--- src/rtl/mem_boot_loader.sv ---
// Host-side memory loader: streams IMEM/DMEM images in, runs the cpu for a cycle budget, streams a DMEM window out.
// Optional feature macro LOADER_CHECKSUM_EN: o_checksum carries a wrapping sum of the dumped words.
module mem_boot_loader #(
  parameter int IMEM_DEPTH = 512,
  parameter int DMEM_DEPTH = 1024,
  parameter int LEN_W      = 11,
  parameter int CYC_W      = 32
) (
  input  logic             i_clk,
  input  logic             i_arst,
  input  logic             i_start,
  input  logic [LEN_W-1:0] i_imem_len,
  input  logic [LEN_W-1:0] i_dmem_len,
  input  logic [CYC_W-1:0] i_run_cycles,
  input  logic [LEN_W-1:0] i_dump_len,
  input  logic             i_s_valid,
  output logic             o_s_ready,
  input  logic [63:0]      i_s_data,
  output logic             o_m_valid,
  input  logic             i_m_ready,
  output logic [63:0]      o_m_data,
  output logic             o_cpu_enable,
  output logic [63:0]      o_addr_ext,
  output logic             o_wen_ext,
  output logic             o_ren_ext,
  output logic [31:0]      o_wdata_ext,
  output logic [63:0]      o_addr_ext_2,
  output logic             o_wen_ext_2,
  output logic             o_ren_ext_2,
  output logic [63:0]      o_wdata_ext_2,
  input  logic [63:0]      i_rdata_ext_2,
  output logic             o_busy,
  output logic             o_done,
  output logic [63:0]      o_checksum
);

  typedef enum logic [2:0] {
    S_IDLE, S_LOAD_I, S_LOAD_D, S_RUN, S_DUMP_RD, S_DUMP_WAIT, S_DUMP_OUT, S_DONE
  } state_t;

  localparam logic [LEN_W-1:0] IMAX = LEN_W'(IMEM_DEPTH);
  localparam logic [LEN_W-1:0] DMAX = LEN_W'(DMEM_DEPTH);

  state_t           r_state, w_next;
  logic [LEN_W-1:0] r_ilen, r_dlen, r_dump, r_idx;
  logic [CYC_W-1:0] r_cyc;
  logic [63:0]      r_mdata;
  logic [LEN_W-1:0] w_ilen, w_dlen, w_dump, w_idx_inc, w_cur_len;
  logic [63:0]      w_addr_i, w_addr_d;
  logic             w_start_ok, w_s_hs, w_m_hs, w_last;

  // First non-empty phase of the session; empty phases are skipped in the same transition.
  function automatic state_t pick(input logic i, input logic d, input logic r, input logic m);
    if (i)      return S_LOAD_I;
    else if (d) return S_LOAD_D;
    else if (r) return S_RUN;
    else if (m) return S_DUMP_RD;
    else        return S_DONE;
  endfunction

  assign w_ilen     = (i_imem_len > IMAX) ? IMAX : i_imem_len;
  assign w_dlen     = (i_dmem_len > DMAX) ? DMAX : i_dmem_len;
  assign w_dump     = (i_dump_len > DMAX) ? DMAX : i_dump_len;
  assign w_start_ok = i_start && (r_state == S_IDLE || r_state == S_DONE);
  assign w_s_hs     = i_s_valid && (r_state == S_LOAD_I || r_state == S_LOAD_D);
  assign w_m_hs     = i_m_ready && (r_state == S_DUMP_OUT);
  assign w_idx_inc  = r_idx + LEN_W'(1);
  assign w_cur_len  = (r_state == S_LOAD_I) ? r_ilen : (r_state == S_LOAD_D) ? r_dlen : r_dump;
  assign w_last     = (w_idx_inc == w_cur_len);
  assign w_addr_i   = {{(62-LEN_W){1'b0}}, r_idx, 2'b00};
  assign w_addr_d   = {{(61-LEN_W){1'b0}}, r_idx, 3'b000};
  assign o_m_data   = r_mdata;

  always_ff @(posedge i_clk or posedge i_arst) begin
    if (i_arst) r_state <= S_IDLE;
    else        r_state <= w_next;
  end

  always_comb begin
    w_next = r_state;
    case (r_state)
      S_IDLE, S_DONE:
        if (i_start) w_next = pick(w_ilen != '0, w_dlen != '0, i_run_cycles != '0, w_dump != '0);
      S_LOAD_I:
        if (w_s_hs && w_last) w_next = pick(1'b0, r_dlen != '0, r_cyc != '0, r_dump != '0);
      S_LOAD_D:
        if (w_s_hs && w_last) w_next = pick(1'b0, 1'b0, r_cyc != '0, r_dump != '0);
      S_RUN:
        if (r_cyc == CYC_W'(1)) w_next = (r_dump != '0) ? S_DUMP_RD : S_DONE;
      S_DUMP_RD:   w_next = S_DUMP_WAIT;
      S_DUMP_WAIT: w_next = S_DUMP_OUT;
      S_DUMP_OUT:
        if (w_m_hs) w_next = w_last ? S_DONE : S_DUMP_RD;
      default:     w_next = S_IDLE;
    endcase
  end

  always_comb begin
    o_s_ready     = 1'b0;
    o_m_valid     = 1'b0;
    o_cpu_enable  = 1'b0;
    o_addr_ext    = '0;
    o_wen_ext     = 1'b0;
    o_ren_ext     = 1'b0;
    o_wdata_ext   = '0;
    o_addr_ext_2  = '0;
    o_wen_ext_2   = 1'b0;
    o_ren_ext_2   = 1'b0;
    o_wdata_ext_2 = '0;
    o_busy        = 1'b1;
    o_done        = 1'b0;
    case (r_state)
      S_IDLE: o_busy = 1'b0;
      S_LOAD_I: begin
        o_s_ready   = 1'b1;
        o_wen_ext   = i_s_valid;
        o_addr_ext  = w_addr_i;
        o_wdata_ext = i_s_data[31:0];
      end
      S_LOAD_D: begin
        o_s_ready     = 1'b1;
        o_wen_ext_2   = i_s_valid;
        o_addr_ext_2  = w_addr_d;
        o_wdata_ext_2 = i_s_data;
      end
      S_RUN: o_cpu_enable = 1'b1;
      S_DUMP_RD: begin
        o_ren_ext_2  = 1'b1;
        o_addr_ext_2 = w_addr_d;
      end
      S_DUMP_OUT: o_m_valid = 1'b1;
      S_DONE: begin
        o_busy = 1'b0;
        o_done = 1'b1;
      end
      default: ;
    endcase
  end

  // Index walks the current phase and is back at 0 whenever a phase ends.
  always_ff @(posedge i_clk or posedge i_arst) begin
    if (i_arst) begin
      r_ilen  <= '0;
      r_dlen  <= '0;
      r_dump  <= '0;
      r_idx   <= '0;
      r_cyc   <= '0;
      r_mdata <= '0;
    end else if (w_start_ok) begin
      r_ilen <= w_ilen;
      r_dlen <= w_dlen;
      r_dump <= w_dump;
      r_cyc  <= i_run_cycles;
      r_idx  <= '0;
    end else begin
      case (r_state)
        S_LOAD_I, S_LOAD_D:
          if (w_s_hs) r_idx <= w_last ? '0 : w_idx_inc;
        S_RUN:       r_cyc   <= r_cyc - CYC_W'(1);
        S_DUMP_WAIT: r_mdata <= i_rdata_ext_2;
        S_DUMP_OUT:
          if (w_m_hs) r_idx <= w_last ? '0 : w_idx_inc;
        default: ;
      endcase
    end
  end

`ifdef LOADER_CHECKSUM_EN
  logic [63:0] r_csum;
  always_ff @(posedge i_clk or posedge i_arst) begin
    if (i_arst)          r_csum <= '0;
    else if (w_start_ok) r_csum <= '0;
    else if (w_m_hs)     r_csum <= r_csum + r_mdata;
  end
  assign o_checksum = r_csum;
`else
  assign o_checksum = '0;
`endif

endmodule

--- config.mk ---
export PLATFORM = sky130hd
export DESIGN_NAME = mem_boot_loader
export DESIGN_NICKNAME = d
export VERILOG_FILES = /design/src/rtl/mem_boot_loader.sv
export SDC_FILE = /design/constraint.sdc
export NUM_CORES = 1
export LEC_CHECK = 0
export BUFFER_PORTS_ARGS = -buffer_cell sky130_fd_sc_hd__buf_2
export CORE_AREA = 2 2 217 219
export CTS_CLUSTER_DIAMETER = 200
export DETAILED_ROUTE_END_ITERATION = 16
export DIE_AREA = 0 0 219 221
export SETUP_SLACK_MARGIN = 0.1
export SYNTH_ARGS = -nofsm -noshare
export SYNTH_HDL_FRONTEND = slang
export SYNTH_SLANG_ARGS = --single-unit
--- constraint.sdc ---
create_clock -name i_clk -period 4.85 [get_ports i_clk]
set_input_delay 0.7275 -clock i_clk [delete_from_list [all_inputs] [get_ports i_clk]]
set_output_delay 0.7275 -clock i_clk [all_outputs]
set_load 0.02 [all_outputs]
==> flow_summary.yaml, run 1 <==
power:
  power_mw: 7.21
  power.net_switching_mw: 3.31
  static-leakage-power_nw: 6.19
  pwr_density_cell_mw_per_mm2: 594
  power_switching_share: 0.460
  worst_ir_drop_vdd_uv: 342
  power.share.combinational: 0.509
  clockPowerShare: 0.176
  p_int_mw: 3.90
  seq_power_share: 0.315
place:
  port_buffers: 387
  placement.cell_area_mm2: 0.0116
  gp_congestion: 0.861
  dp_hpwl_um: 25500
  place_worst_setup_slack_ps: 1100
grt:
  grt_pass1_wl_um: 48000
  gr-usage-met2: 0.199
  grt_overflow_total: 0
  met3_usage: 0.0401
  largest_net_degree_at_the_start_of_global_routing: 98
  grt_pass1_vias: 8335
  top_usage_layer: "met2"
  antenna_violations_before_repair: 9
  gr-usage-met1: 0.166
  global_router_s_overall_resource_usage: 0.127
cells_and_area:
  filler_cell_count: 4999
  areaGrowthSynthToFinish_pct: 24.6
  final_design_area_no_fill_mm2: 0.0121
  layout.nets: 1628
  utilization: 0.263
  most-common-layout-cells: "sky130_fd_sc_hd__buf_2, sky130_fd_sc_hd__conb_1, sky130_fd_sc_hd__dfrtp_1"
  layout_commonest_cell: "sky130_fd_sc_hd__buf_2"
  drive_gt1_frac: 0.358
route:
  drc_viols: 0
  drt-wirelength-per-cell_um: 15.8
  drt-total-wl_um: 32400
  drt_first_pass_iters: 4
  detail_route.iter0.violations: 379
  vias: 8788
  post_drt_via_cell_ratio: 4.28
  antenna_left: 0
cts:
  htree_levels: 4
  clkSlewWorstSetupHoldPaths_ps: 60
  cts.sinks: 143
  cts_root_buf: "sky130_fd_sc_hd__clkbuf_16"
  cts_post_setup_buffers_inserted: 0
  cts.path.max_buffers: 2
  tritoncts: "done"
  cts_hold_buffers: 0
  clock_latency_of_the_later_clocked_register_in_the_worst_skew_pair_ps: 430
  cts_made_buffers: 17
  cts-resized-gates: 0
floorplanning:
  die_w_um: 219
  die-area_mm2: 0.0484
  floorplan.initialDensity: 0.211
  placementRows: 79
  core-area_mm2: 0.0461
  dieHeight_um: 221
  io-pin-count: 559
setup_path:
  timing.rr.end: "r_idx[5]"
  worst-endpoint-arrival_ps: 3460
  cell_breakdown_of_the_critical_path: "nand2b_1 -> nor2_4 -> nor2_1 -> nor2b_1 -> buf_2"
  crit_path_end_kind: "output pin"
  cp_num_cells: 5
  critPathMaxFanout: 51
  timing.critical_path.from_type: "register"
  timing.critical_path.from: "r_state[1]"
  worst_ep_required_time_ps: 4120
  cp_num_buf_inv: 1
  timing.rr.start: "r_state[1]"
  criticalPathCategory: "register to output pin"
  regToRegSetupSlack_ps: 1310
  cp_slowest_stage_delay_ps: 1050
  crit_path_top_delay_cell: "sky130_fd_sc_hd__dfrtp_1"
  path_delay_family: "simple AND/OR/NAND/NOR gates"
  critPathCapture: "o_addr_ext_2[4]"
  reg2regPathDepth: 8
logic_synthesis:
  syn-mean-instance-area_um2: 9.06
  synth_sequential_area_ratio: 0.368
  yosys_cell_types: 83
  edff_count_synth: 0
  postSynth.asyncResetShare: 1.00
  mappedNetlistArea_mm2: 0.00974
  postSynthRegisterBits: 143
  synth_warnings: 0
  syn-instance-count: 1075
  synth_top_flop_cell: "sky130_fd_sc_hd__dfrtp_1"
sta:
  maxClockFrequency_mhz: 239
  period_needed_ps: 4190
  worst_setup_slack_final_ps: 658
  final_min_period_over_clock_period: 0.864
  setup_viol_count_final: 0
  fin_worst_skew_ps: 8.92
  drv_slew: 0
  rsz0062_at_grt: "no"
  worst_slew_margin_rel: 0.238
  setup-tns-final_ps: 0
  final_hold_viols: 0
  worst_slew_pin_slew_ps: 1140
run:
  max_cap_violations: 0
hold_path:
  type_of_the_tightest_min_delay_check: "register to register"
run_status:
  status: "complete, no violations"
## tightest hold or removal path: stages (launching register included)
cell                      delay, ps
sky130_fd_sc_hd__dfrtp_1        350
sky130_fd_sc_hd__nand2_1         50
sky130_fd_sc_hd__nand2_1         50
## routing by layer
layer	vias up	share of wire
met5	-	0.0012
met4	6	0.021
met3	44	0.077
met2	392	0.45
met1	4209	0.45
li1	4137	-
## worst min path at each step
stage | start | to | slack (ps) | cells after the start
4_1_cts | r_ilen[4] | r_ilen[4] | 480 | 2
6_report | r_ilen[0] | r_ilen[0] | 470 | 2
5_1_grt | r_ilen[4] | r_ilen[4] | 500 | 2
3_5_place_dp | r_ilen[4] | r_ilen[4] | 460 | 2
3_3_place_gp | r_ilen[0] | r_ilen[0] | 460 | 2
2_1_floorplan | r_ilen[4] | r_ilen[4] | 430 | 2
## power groups by stage
stage          clock, mW  sequential [mW]  combinational [mW]
2_1_floorplan          0             2.41                2.49
3_3_place_gp           0             2.25                3.60
3_5_place_dp           0             2.28                3.67
4_1_cts             1.30             2.27                3.68
5_1_grt             1.35             2.36                3.99
6_report            1.27             2.27                3.67
## through the flow
step | hold slack [ps] | std cells
floorplan | 433 | 1245
global placement | 456 | 2015
detailed placement | 460 | 2015
CTS | 476 | 2045
global route | 497 | 2046
finish | 474 | 2051
## sequential cells by signal, indices dropped and copies added (netlist names)
register / count
o_m_data: 64
r_idx: 11
r_dlen: 11
r_cyc: 32
r_state: 3
r_dump: 11
r_ilen: 11
## cell families after synthesis
kind of cell | share of synthesized area
compound gates | 0.126
xor+xnor | 0.0117
fa+ha+maj | 0.00386
buf+inv | 0.171
flops | 0.368
mux | 0.0784
other cells | 0.000385
simple gates | 0.241
## area by class of cell
| class | count | area (µm²) | share of cell area |
|---|---|---|---|
| Timing Repair Buffer | 397 | 2010 | 0.166 |
| Tap cell | 607 | 759 | 0.0626 |
| Clock buffer | 20 | 437 | 0.0360 |
| Sequential cell | 143 | 3580 | 0.295 |
| Inverter | 15 | 61.3 | 0.00505 |
| Antenna cell | 6 | 15.0 | 0.00124 |
| Multi-Input combinational cell | 853 | 5150 | 0.425 |
| Clock inverter | 10 | 118 | 0.00969 |
## cells in the mapped netlist (all sizes together), types with 7 or more instances
cell type	instances	share of area
o21ai	29	0.015
clkbuf	41	0.016
dfrtp	143	0.37
nand3	26	0.015
nand2	110	0.043
nor2b	13	0.0084
o211ai	18	0.014
nand3b	15	0.012
a21oi	33	0.017
nor2	58	0.022
o221ai	7	0.0069
mux2	66	0.076
nand4	9	0.0073
inv	15	0.0058
nand2b	7	0.0053
a22o	10	0.0090
nor3	19	0.010
and3	53	0.034
and2	77	0.050
nor4	21	0.013
buf	193	0.15
Note: power is estimated with default switching activity, not from simulation.
==> inputs of run 2 (changes only) <==
- CTS_CLUSTER_SIZE: not set -> 40
- REMOVE_ABC_BUFFERS: not set -> 1
==> flow_summary.yaml, run 2 (same netlist as run 1, synthesis figures left out) <==
setup_path:
  criticalPathCategory: "register to output pin"
  reg2regPathDepth: 7
  timing.critical_path.from_type: "register"
  crit_path_end_kind: "output pin"
  worst_ep_required_time_ps: 4120
  worst-endpoint-arrival_ps: 3150
  critPathMaxFanout: 48
run_status:
  status: "complete, no violations"
grt:
  grt_overflow_total: 0
  top_usage_layer: "met2"
  antenna_violations_before_repair: 25
  grt_pass1_wl_um: 56300
  global_router_s_overall_resource_usage: 0.160
  largest_net_degree_at_the_start_of_global_routing: 67
  gr-usage-met2: 0.293
  met3_usage: 0.0473
  grt_pass1_vias: 8577
  gr-usage-met1: 0.168
floorplanning:
  io-pin-count: 559
  die-area_mm2: 0.0484
  dieHeight_um: 221
  core-area_mm2: 0.0461
  floorplan.initialDensity: 0.211
  placementRows: 79
  die_w_um: 219
cts:
  cts_hold_buffers: 0
  cts.path.max_buffers: 2
  cts_root_buf: "sky130_fd_sc_hd__clkbuf_16"
  cts_made_buffers: 17
  htree_levels: 4
  clock_latency_of_the_later_clocked_register_in_the_worst_skew_pair_ps: 440
  cts_post_setup_buffers_inserted: 0
  clkSlewWorstSetupHoldPaths_ps: 70
  cts.sinks: 143
  tritoncts: "done"
  cts-resized-gates: 0
route:
  drt-total-wl_um: 40300
  drt_first_pass_iters: 5
  drc_viols: 0
  antenna_left: 0
  post_drt_via_cell_ratio: 4.33
  detail_route.iter0.violations: 605
  drt-wirelength-per-cell_um: 19.5
  vias: 8930
cells_and_area:
  seq_area_mm2: 0.00358
  filler_cell_count: 4952
  drive_gt1_frac: 0.362
  areaGrowthSynthToFinish_pct: 25.5
  final_design_area_no_fill_mm2: 0.0122
  layout.nets: 1631
  final_cell_count_no_fill: 2062
  most-common-layout-cells: "sky130_fd_sc_hd__buf_2, sky130_fd_sc_hd__conb_1, sky130_fd_sc_hd__dfrtp_1"
  multi_input_gate_area_in_the_final_layout_mm2: 0.00515
  utilization: 0.265
  layout_commonest_cell: "sky130_fd_sc_hd__buf_2"
  largest_register_ff_count: 64
sta:
  drv_slew: 0
  maxClockFrequency_mhz: 258
  fin_worst_skew_ps: 9.60
  setup-tns-final_ps: 0
  setup_viol_count_final: 0
  final_min_period_over_clock_period: 0.799
  worst_slew_margin_rel: 0.286
  final_hold_viols: 0
  rsz0062_at_grt: "no"
  period_needed_ps: 3880
  worst_setup_slack_final_ps: 974
  worst_slew_pin_slew_ps: 1070
place:
  place_worst_setup_slack_ps: 1300
  port_buffers: 387
  placement.cell_area_mm2: 0.0116
  gp_congestion: 0.864
  dp_hpwl_um: 33000
  inst_count_dp: 2018
power:
  power.net_switching_mw: 3.41
  power.share.combinational: 0.508
  pwr_density_cell_mw_per_mm2: 602
  seq_power_share: 0.306
  clockPowerShare: 0.186
  p_int_mw: 3.94
  power_switching_share: 0.463
  worst_ir_drop_vdd_uv: 299
  static-leakage-power_nw: 6.22
hold_path:
  type_of_the_tightest_min_delay_check: "primary input to asynchronous set/reset pin"
run:
  max_cap_violations: 0
run 2: cell types whose count changed in the layout (fill, tap and decap cells not counted):
| cell | before | now |
|---|---|---|
| sky130_fd_sc_hd__buf_4 | 10 | 13 |
| sky130_fd_sc_hd__clkbuf_1 | 3 | 0 |
| sky130_fd_sc_hd__clkbuf_8 | 0 | 2 |
| sky130_fd_sc_hd__clkinv_1 | 0 | 1 |
| sky130_fd_sc_hd__clkinv_2 | 3 | 0 |
| sky130_fd_sc_hd__clkinvlp_4 | 1 | 3 |
| sky130_fd_sc_hd__diode_2 | 6 | 12 |
| sky130_fd_sc_hd__inv_1 | 12 | 11 |
| sky130_fd_sc_hd__inv_6 | 1 | 5 |
run 2: worst max-delay path, stage by stage, from the launching register on:
cell	delay, ps
sky130_fd_sc_hd__dfrtp_1	1050
sky130_fd_sc_hd__nand2b_1	410
sky130_fd_sc_hd__nor2_4	450
sky130_fd_sc_hd__buf_4	400
sky130_fd_sc_hd__and2_1	210
sky130_fd_sc_hd__buf_2	180
run 2: power groups by stage:
stage	registers [mW]	clock network, mW	logic, mW
6_report	2.25	1.37	3.73
5_1_grt	2.33	1.46	4.06
4_1_cts	2.25	1.41	3.76
3_5_place_dp	2.25	0	3.75
3_3_place_gp	2.23	0	3.68
2_1_floorplan	2.50	0	2.17
run 2: worst paths after layout:
check                           startpoint                 to  slack (ps)
min in group i_clk               r_ilen[1]          r_ilen[1]         490
worst min-delay path                i_arst       o_m_data[21]         360
worst max-delay path            r_state[1]  o_wdata_ext_2[19]         970
worst min register to register   r_ilen[1]          r_ilen[1]         490
worst max register to register  r_state[1]          r_cyc[25]        1190
max in group asynchronous           i_arst          r_dlen[2]        3490
run 2: area by class of cell:
type,instances,area share
multi-input combinational,853,0.422
sequential,143,0.293
timing repair buffer,400,0.166
tap,607,0.0621
clock buffer,19,0.0371
clock inverter,13,0.0125
inverter,15,0.00502
antenna,12,0.00246
run 2: layer usage:
metal / vias up / share of wire
li1: 4162 / -
met4: 24 / 0.035
met1: 4232 / 0.36
met3: 74 / 0.082
met5: - / 0.0040
met2: 438 / 0.52
run 2: through the flow:
stage          hold WS (ps)  power [mW]
2_1_floorplan           433        4.67
3_3_place_gp            478        5.91
3_5_place_dp            474        6.00
4_1_cts                 363        7.42
5_1_grt                 399        7.85
6_report                358        7.35
